[src/rtl/fifo_pkg.sv]
// Shared constants and sizing helpers for the parameterised FIFO.
package fifo_pkg;

    localparam int unsigned DEFAULT_WIDTH = 8;
    localparam int unsigned DEFAULT_DEPTH = 16;

    // Read-side behaviour: registered pop or first-word-fall-through.
    typedef enum logic {
        RD_STANDARD = 1'b0,
        RD_FWFT     = 1'b1
    } read_mode_e;

    // Address width for a power-of-two depth; occupancy needs one bit more.
    function automatic int unsigned ptr_width(input int unsigned depth);
        return (depth > 1) ? $clog2(depth) : 1;
    endfunction

endpackage

[src/rtl/fifo_ram.sv]
// FIFO storage: one synchronous write port, one asynchronous read port.
module fifo_ram
    import fifo_pkg::*;
#(
    parameter int unsigned WIDTH = DEFAULT_WIDTH,
    parameter int unsigned DEPTH = DEFAULT_DEPTH,
    parameter int unsigned AW    = ptr_width(DEPTH)
) (
    input  logic             clk,
    input  logic             wr_en,
    input  logic [AW-1:0]    wr_addr,
    input  logic [WIDTH-1:0] wr_data,
    input  logic [AW-1:0]    rd_addr,
    output logic [WIDTH-1:0] rd_data
);

    logic [WIDTH-1:0] mem [DEPTH];

    // Store the write word; contents are deliberately never reset.
    always_ff @(posedge clk) begin
        if (wr_en) begin
            mem[wr_addr] <= wr_data;
        end
    end

    assign rd_data = mem[rd_addr];

endmodule

[src/rtl/fifo_param.sv]
// Parameterised synchronous FIFO with registered flags and sticky errors.
module fifo_param
    import fifo_pkg::*;
#(
    parameter int unsigned WIDTH    = DEFAULT_WIDTH,
    parameter int unsigned DEPTH    = DEFAULT_DEPTH,
    parameter int unsigned AF_LEVEL = DEPTH - 2,
    parameter int unsigned AE_LEVEL = 2,
    parameter int unsigned FWFT     = 0
) (
    input  logic                      CLK,
    input  logic                      RST,
    input  logic [WIDTH-1:0]          DATA_IN,
    input  logic                      WR_EN,
    input  logic                      RD_EN,
    input  logic                      CLR_ERR,
    output logic [WIDTH-1:0]          DATA_OUT,
    output logic                      EMPTY,
    output logic                      FULL,
    output logic                      ALMOST_FULL,
    output logic                      ALMOST_EMPTY,
    output logic [ptr_width(DEPTH):0] COUNT,
    output logic                      OVERFLOW,
    output logic                      UNDERFLOW
);

    localparam int unsigned PW = ptr_width(DEPTH);
    localparam int unsigned CW = PW + 1;

    localparam read_mode_e       MODE     = (FWFT != 0) ? RD_FWFT : RD_STANDARD;
    localparam logic [CW-1:0]    CNT_ONE  = CW'(1);
    localparam logic [CW-1:0]    CNT_FULL = CW'(DEPTH);
    localparam logic [CW-1:0]    CNT_AF   = CW'(AF_LEVEL);
    localparam logic [CW-1:0]    CNT_AE   = CW'(AE_LEVEL);
    localparam logic [PW-1:0]    PTR_ONE  = PW'(1);

    logic [PW-1:0]    wr_ptr;
    logic [PW-1:0]    rd_ptr;
    logic [PW-1:0]    rd_ptr_nxt;
    logic [PW-1:0]    ram_rd_addr;
    logic [CW-1:0]    count_nxt;
    logic [WIDTH-1:0] ram_rd_data;
    logic [WIDTH-1:0] head_word;
    logic             wr_ok;
    logic             rd_ok;

    // Acceptance is judged against the registered flags of this cycle.
    assign wr_ok = WR_EN && !FULL;
    assign rd_ok = RD_EN && !EMPTY;

    // Next read pointer and next occupancy.
    always_comb begin
        rd_ptr_nxt = rd_ok ? (rd_ptr + PTR_ONE) : rd_ptr;
        count_nxt  = COUNT;
        case ({wr_ok, rd_ok})
            2'b10:   count_nxt = COUNT + CNT_ONE;
            2'b01:   count_nxt = COUNT - CNT_ONE;
            default: count_nxt = COUNT;
        endcase
    end

    // FWFT looks one pop ahead; standard mode reads the current head.
    assign ram_rd_addr = (MODE == RD_FWFT) ? rd_ptr_nxt : rd_ptr;

    // The next head can be the word being written right now (fifo empty after
    // any pop), which the RAM cannot show yet, so bypass DATA_IN for it.
    always_comb begin
        head_word = ram_rd_data;
        if (wr_ok && (wr_ptr == rd_ptr_nxt)) begin
            head_word = DATA_IN;
        end
    end

    fifo_ram #(
        .WIDTH (WIDTH),
        .DEPTH (DEPTH),
        .AW    (PW)
    ) u_ram (
        .clk     (CLK),
        .wr_en   (wr_ok),
        .wr_addr (wr_ptr),
        .wr_data (DATA_IN),
        .rd_addr (ram_rd_addr),
        .rd_data (ram_rd_data)
    );

    // Pointer and occupancy registers.
    always_ff @(posedge CLK) begin
        if (!RST) begin
            wr_ptr <= '0;
            rd_ptr <= '0;
            COUNT  <= '0;
        end else begin
            if (wr_ok) begin
                wr_ptr <= wr_ptr + PTR_ONE;
            end
            rd_ptr <= rd_ptr_nxt;
            COUNT  <= count_nxt;
        end
    end

    // Status flags registered from the next-state occupancy.
    always_ff @(posedge CLK) begin
        if (!RST) begin
            EMPTY        <= 1'b1;
            FULL         <= 1'b0;
            ALMOST_FULL  <= 1'b0;
            ALMOST_EMPTY <= 1'b1;
        end else begin
            EMPTY        <= (count_nxt == '0);
            FULL         <= (count_nxt == CNT_FULL);
            ALMOST_FULL  <= (count_nxt >= CNT_AF);
            ALMOST_EMPTY <= (count_nxt <= CNT_AE);
        end
    end

    // Sticky error flags; a new error wins over a simultaneous clear.
    always_ff @(posedge CLK) begin
        if (!RST) begin
            OVERFLOW  <= 1'b0;
            UNDERFLOW <= 1'b0;
        end else begin
            if (WR_EN && FULL) begin
                OVERFLOW <= 1'b1;
            end else if (CLR_ERR) begin
                OVERFLOW <= 1'b0;
            end
            if (RD_EN && EMPTY) begin
                UNDERFLOW <= 1'b1;
            end else if (CLR_ERR) begin
                UNDERFLOW <= 1'b0;
            end
        end
    end

    // Output data register: load on pop, or track the head in FWFT mode.
    always_ff @(posedge CLK) begin
        if (!RST) begin
            DATA_OUT <= '0;
        end else if (MODE == RD_FWFT) begin
            if (count_nxt != '0) begin
                DATA_OUT <= head_word;
            end
        end else if (rd_ok) begin
            DATA_OUT <= ram_rd_data;
        end
    end

endmodule

[config.mk]
export PLATFORM = sky130hd
export DESIGN_NAME = fifo_param
export DESIGN_NICKNAME = d
export VERILOG_FILES = /design/src/rtl/fifo_pkg.sv /design/src/rtl/fifo_ram.sv /design/src/rtl/fifo_param.sv
export SDC_FILE = /design/constraint.sdc
export NUM_CORES = 1
export LEC_CHECK = 0
export BUFFER_PORTS_ARGS = -buffer_cell sky130_fd_sc_hd__buf_2
export CAP_MARGIN = 20
export CELL_PAD_IN_SITES_DETAIL_PLACEMENT = 0
export CELL_PAD_IN_SITES_GLOBAL_PLACEMENT = 1
export CORE_MARGIN = 4
export CORE_UTILIZATION = 47
export DETAILED_ROUTE_END_ITERATION = 10
export GPL_ROUTABILITY_DRIVEN = 0
export GPL_TIMING_DRIVEN = 0
export PLACE_DENSITY = 0.8
export SLEW_MARGIN = 20
export SYNTH_ARGS = -nofsm -noshare
export SYNTH_HDL_FRONTEND = slang
export SYNTH_SLANG_ARGS = --single-unit
[constraint.sdc]
create_clock -name CLK -period 2.1 [get_ports CLK]
set_clock_uncertainty 0.05 [all_clocks]
set_input_delay 0 -clock CLK [delete_from_list [all_inputs] [get_ports CLK]]
set_output_delay 0 -clock CLK [all_outputs]
set_load 0.01 [all_outputs]
---- Yosys cells after proc, flatten, opt, wreduce, memory -nomap -nowiden ----
Memory sizes are Yosys's and may differ from the RTL's. A register that Yosys moved wholly into a read port is not among the register bits.
Cells that the tools add are included.
word-level totals
  output and inout port bits .............. 19
  input bits .............................. 13
  bits in registers ....................... 19
  memories ................................ 1
  logic and storage cells ................. 35
  bits in writable memories ............... 128
cells by class
  muxes and demuxes ....................... 6
  magnitude comparators ................... 2
  reductions and logical operators ........ 10
  equality and inequality tests ........... 3
  add/sub/neg operators ................... 4
memory list
  memory     depth  width  read ports  clocked after Yosys merged registers in  wr ports  line            source
  u_ram.mem  16     8      1           1                                        1         fifo_ram.sv:17  logic [WIDTH-1:0] mem [DEPTH];
operators with widths
  kind                                                               count
  case mux 5 bit (2 select lines)                                    1
  adder 4 x 1 -> 4 bit, second input constant                        2
  adder 5 x 1 -> 5 bit, second input constant                        1
  equality test 5 bit, second input constant                         1
  greater-or-equal comparator 5 x 4 -> 1 bit, second input constant  1
  <= comparator 5 x 2 -> 1 bit, second input constant                1
  logical NOT 5 bit                                                  1
  two-way mux 1 bit                                                  5
  subtractor 5 x 1 -> 5 bit, second input constant                   1
  logical AND 1 bit                                                  4
  nonzero test 2 bit                                                 2
  logical NOT 1 bit                                                  3
  equality test 2 x 1 -> 1 bit, second input constant                1
  equality test 2 bit, second input constant                         1

---- Depth between registers and ports, before layout ----
  depth after elaboration ................. 5
  depth in mapped cells ................... 11
  gate-level depth less buffers ........... 10

---- Hierarchy ----
A second synthesis with hierarchy kept.
second synthesis, totals
  cells, all modules ...................... 364
  area total of the unflattened synthesis .. 6,281.0 µm²
modules (own cells, without submodules)
  module      area an instance (µm²)  instances  sequential area each (µm²)  cells each
  fifo_ram    4,987.3                 1          3,843.7                     221
  fifo_param  1,293.7                 1          540.5                       143

---- Worst setup path before layout ----
No wires, ideal clock.
  path kind ............................... register to register
  from .................................... register FULL
  to ...................................... register ALMOST_FULL
  path slack .............................. -0.113 ns
  cell stages (with the launch flop) ...... 12
  arrival time ............................ 2.102 ns
  data required time ...................... 1.989 ns
  setup time .............................. 0.061 ns
  buffers on the path ..................... 1
  clock period less this slack ............ 2.213 ns
  cell sequence ........................... dfxtp_1 nor2b_1 buf_4 inv_2 nand2_1 xnor2_1 ha_1 a21o_1 and3_4 or4_1 nand2_1 a32o_1
between the ends
  cells in the longest elaborated chain, start to end .. 5
  elaborated cells on any way between the ends .. 6
  those cells by class .................... 1 x order compare; 2 x eq/ne; 1 x mux; 2 x reduce/logical
RTL lines
  what                                                                        line               source
  start, declared                                                             fifo_param.sv:19   output logic FULL,
  start signal, assigned                                                      fifo_param.sv:111  FULL <= (count_nxt == CNT_FULL);
  logical NOT 1 bit (*)                                                       fifo_param.sv:48   assign wr_ok = WR_EN && !FULL;
  logical AND 1 bit (*)                                                       fifo_param.sv:48
  equality test 2 x 1 -> 1 bit / equality test 2 bit (equally long branches)  fifo_param.sv:55   case ({wr_ok, rd_ok})
  case mux 5 bit (2 select lines) (*)                                         fifo_param.sv:55
  greater-or-equal comparator 5 x 4 -> 1 bit (*)                              fifo_param.sv:112  ALMOST_FULL <= (count_nxt >= CNT_AF);
  end signal, assigned                                                        fifo_param.sv:112
  end, declared                                                               fifo_param.sv:20   output logic ALMOST_FULL,
Mark *: on every way between the ends. The rest lies on a longest branch, timed or not.
A chain may end at the register's enable or synchronous reset.

---- Final worst setup path ----
Same ends and word-level chain as after synthesis.

==> metrics.md <==
| Metric | Value |
|---|---|
| # port buffers | 30 |
| CTS tree | done |
| Ant. Diodes | 0 |
| Post-DR vias/cell | 5.508 |
| Vias in the first global route | between 3000 and 4000 |
| RSZ-0062 raised after global routing | true |
| Initial Util | 0.4883 |
| CP Cell Sequence | nor2b_2, buf_6, inv_6, nand2_4, xnor2_2, ha_2, a21o_1, and3_4, or4_1, nand2_1, a32o_1 |
| Die area | 15290 µm² |
| Top-count cell post-synth | edfxtp_1 |
| Synth async-reset ratio | 0 |
| Inst Count DP | around 560 |
| Delay-heaviest family, CP | simple AND/OR/NAND/NOR gates |
| Hold Fails Final Rpt | 0 |
| DP Worst Slack | -0.3233 ns |
| Worst-Margin Slew | ~0.9 ns |
| Number of flops mapped to enable cells by yosys | approximately 130 |
| Hold crit path type | in2reg |
| Syn Nets | 378 |
| Core Area | 12880 µm² |
| Clock tree buffer depth | 2 |
| Top post-synthesis cells by area | edfxtp_1 (61%), dfxtp_1 (8.6%), mux4_2 (6.4%), mux4_1 (5.9%), ha_1 (1.6%) |
| Synth Flop Type | edfxtp_1 |
| Area growth syn-to-layout | 21.39% |
| Kind of critical path | reg2reg |
| Minimum clock period | 2.146 ns |
| Die height | 123.7 µm |
| Remaining DRCs | 0 |
| Fmax | 0.4660 GHz |
| Nets | 452 |
| Syn_area_per_cell | 17.61 µm² |
| Root Buffer | clkbuf_16 |
| Largest fanout on the critical path | 5 |
| Slew Limit Fails | 0 |
| Area leader, netlist | edfxtp_1 |
| Power Density | a little over 1000 nW/µm² |
| Startpoint Class | flip-flop |
| Largest net degree at the start of global routing | 17 |
| Peak supply drop | about 0.57 mV |
| Clk Latency, worst-skew pair | 0.42 ns |
| Ports | 32 |
| Max-cap violations | 0 |
| Layout cells sized above 1 | 0.3221 |
| Synth cell types | 46 |
| Status | finished, violations left |
| CTS sink count | approximately 160 |
| Synth warn | 0 |
| Crit share post-route | 1.022 |
| Post-Layout Inst Area | between 7000 and 8000 µm² |
| Slowest CP cell | or4_1 |
| Placed standard-cell area | 6689 µm² |
| Failing checks | negative setup slack |
| Fin util | 0.5928 |
| DIE WIDTH | 123.7 µm |
| Clk slew on worst S/H paths | around 0.060 ns |
| Final setup margin | -0.04590 ns |
| DR iter-0 viols | ~320 |
| Vias | ~3400 |
| H-tree depth | 4 |
| Share of the synthesized area in the top cell type | 0.6113 |
| Routed len/inst | 20.37 µm |
| DP Wirelength | 7828 µm |
| Sequential fraction of the synthesis area | 0.6973 |
| Mapped Area | 6287 µm² |
| Slowest Stage Delay on Critical Path | around 0.46 ns |
| Final setup viols | 4 |
| Final Non-Filler Cells | 616 |
| Worst EP required | 2.41 ns |
| Synth Register Bits | 155 |
| Initial DRT Pass Iterations | 5 |
| Post-synth top cells | edfxtp_1 (128), dfxtp_1 (27), mux4_2 (18) |
| Worst path arrival time | between 2 and 2.5 ns |
| Gr usage total | 0.1777 |
| Initial antenna violation count | 0 |
| Buffers plus inverters on the worst setup path | 2 |
| Critical path endpoint category | flip-flop |
| Grt ovf | 0 |
| Global-route wire length before repair | 19380 µm |
| P_leak | 2.631 nW |
| Post-Route WL | 12550 µm |
| Synth Instances | 357 |
| Slew margin rel. | 0.3927 |
| Core Rows | 41 |
| Post-route ant nets | 0 |
| Total CTS buffers | 17 |
| Hold_ws | 0.2336 ns |
## where the power goes
group / internal (mW) / total, mW / switching [mW]
logic: 0.757 / 1.51 / 0.750
registers: 3.46 / 3.53 / 0.0659
clock network: 1.64 / 2.85 / 1.21
## through the flow
step	setup TNS, ns	total power, mW
final	-0.1127	7.887
after global routing	-0.8388	8.212
after CTS	-0.1458	7.858
after detailed placement	-1.734	4.856
after global placement	-7.219	4.836
after floorplan	0	4.513
## flip-flops by register name (all words and copies together) (netlist names)
name,cells
COUNT,5
ALMOST_EMPTY,1
u_ram.mem,128
wr_ptr,4
OVERFLOW,1
DATA_OUT,8
EMPTY,1
ram_rd_addr,4
ALMOST_FULL,1
UNDERFLOW,1
FULL,1
## repair_timing
action | in CTS | in global routing
endpoints found under the hold margin | 135 | 0
gates cloned | 0 | 0
resized for setup | 16 | 28
hold buffers | 15 | 0
setup endpoints to repair | 15 | 109
pin swaps | 8 | 5
setup buffers | 7 | 3
## placed cells by master (no fill, tap or decap), types with 3 or more instances in the layout
cell type / Yosys / final
inv_1: 5 / 4
clkbuf_1: 6 / 6
nor2b_1: 6 / 5
nand2_1: 14 / 13
nand2b_1: 4 / 3
buf_6: 3 / 3
edfxtp_1: 128 / 128
nor2_1: 17 / 9
a221oi_2: 2 / 6
dfxtp_1: 27 / 24
mux4_2: 18 / 18
dfxtp_2: 0 / 3
o21ai_1: 8 / 9
nor2_2: 0 / 8
buf_2: 7 / 38
xnor2_1: 9 / 7
dlygate4sd3_1: 0 / 14
nor3_2: 0 / 4
buf_4: 1 / 11
clkinv_4: 0 / 5
ha_1: 8 / 6
a22o_1: 9 / 9
clkbuf_2: 3 / 3
nand3_1: 10 / 10
and2_1: 12 / 12
inv_6: 0 / 4
clkbuf_16: 0 / 17
clkinv_1: 0 / 3
mux4_1: 14 / 14
## worst paths after layout
| check | from | slack, ns | cells past startpoint | end |
|---|---|---|---|---|
| hold reg to reg | DATA_OUT[6] | 0.40 | 2 | DATA_OUT[6] |
| setup / recovery | FULL | -0.05 | 11 | ALMOST_FULL |
| setup reg to reg | FULL | -0.05 | 11 | ALMOST_FULL |
| hold / removal | WR_EN | 0.23 | 7 | wr_ptr[1] |
## worst reg2reg max path: stages (launching register included)
cell     delay (ns)
dfxtp_2        0.32
nor2b_2        0.12
buf_6          0.13
inv_6          0.04
nand2_4        0.08
xnor2_2        0.06
ha_2           0.19
a21o_1         0.20
and3_4         0.19
or4_1          0.46
nand2_1        0.09
a32o_1         0.15
## per-layer routing
metal / up-vias / routed length, µm / track usage
met5: - / 0 / 0
met4: 0 / 63 / 0.05606
met3: 5 / 705 / 0.04905
met2: 89 / 6256 / 0.2714
met1: 1717 / 5524 / 0.2504
li1: 1582 / - / -
## logic make-up after synthesis
logic type | Yosys count | share of synthesized area
simple gates | 74 | 0.06050
compound gates | 49 | 0.06050
mux | 33 | 0.1246
xor+xnor | 9 | 0.01254
buf+inv | 29 | 0.02866
fa+ha+maj | 8 | 0.01592
flops | 155 | 0.6973
## final cells by class
cell class              instances  area (µm²)
clock inverters                13       118.9
plain buffers                  22       166.4
repair buffers                 55       377.9
clock buffers                  19       432.9
fillers                       949        5244
inverters                       7       36.28
multi-input cells             173        1897
well taps                     172       215.2
flip-flops and latches        155        4388
Power figures use the tool's default switching activity.
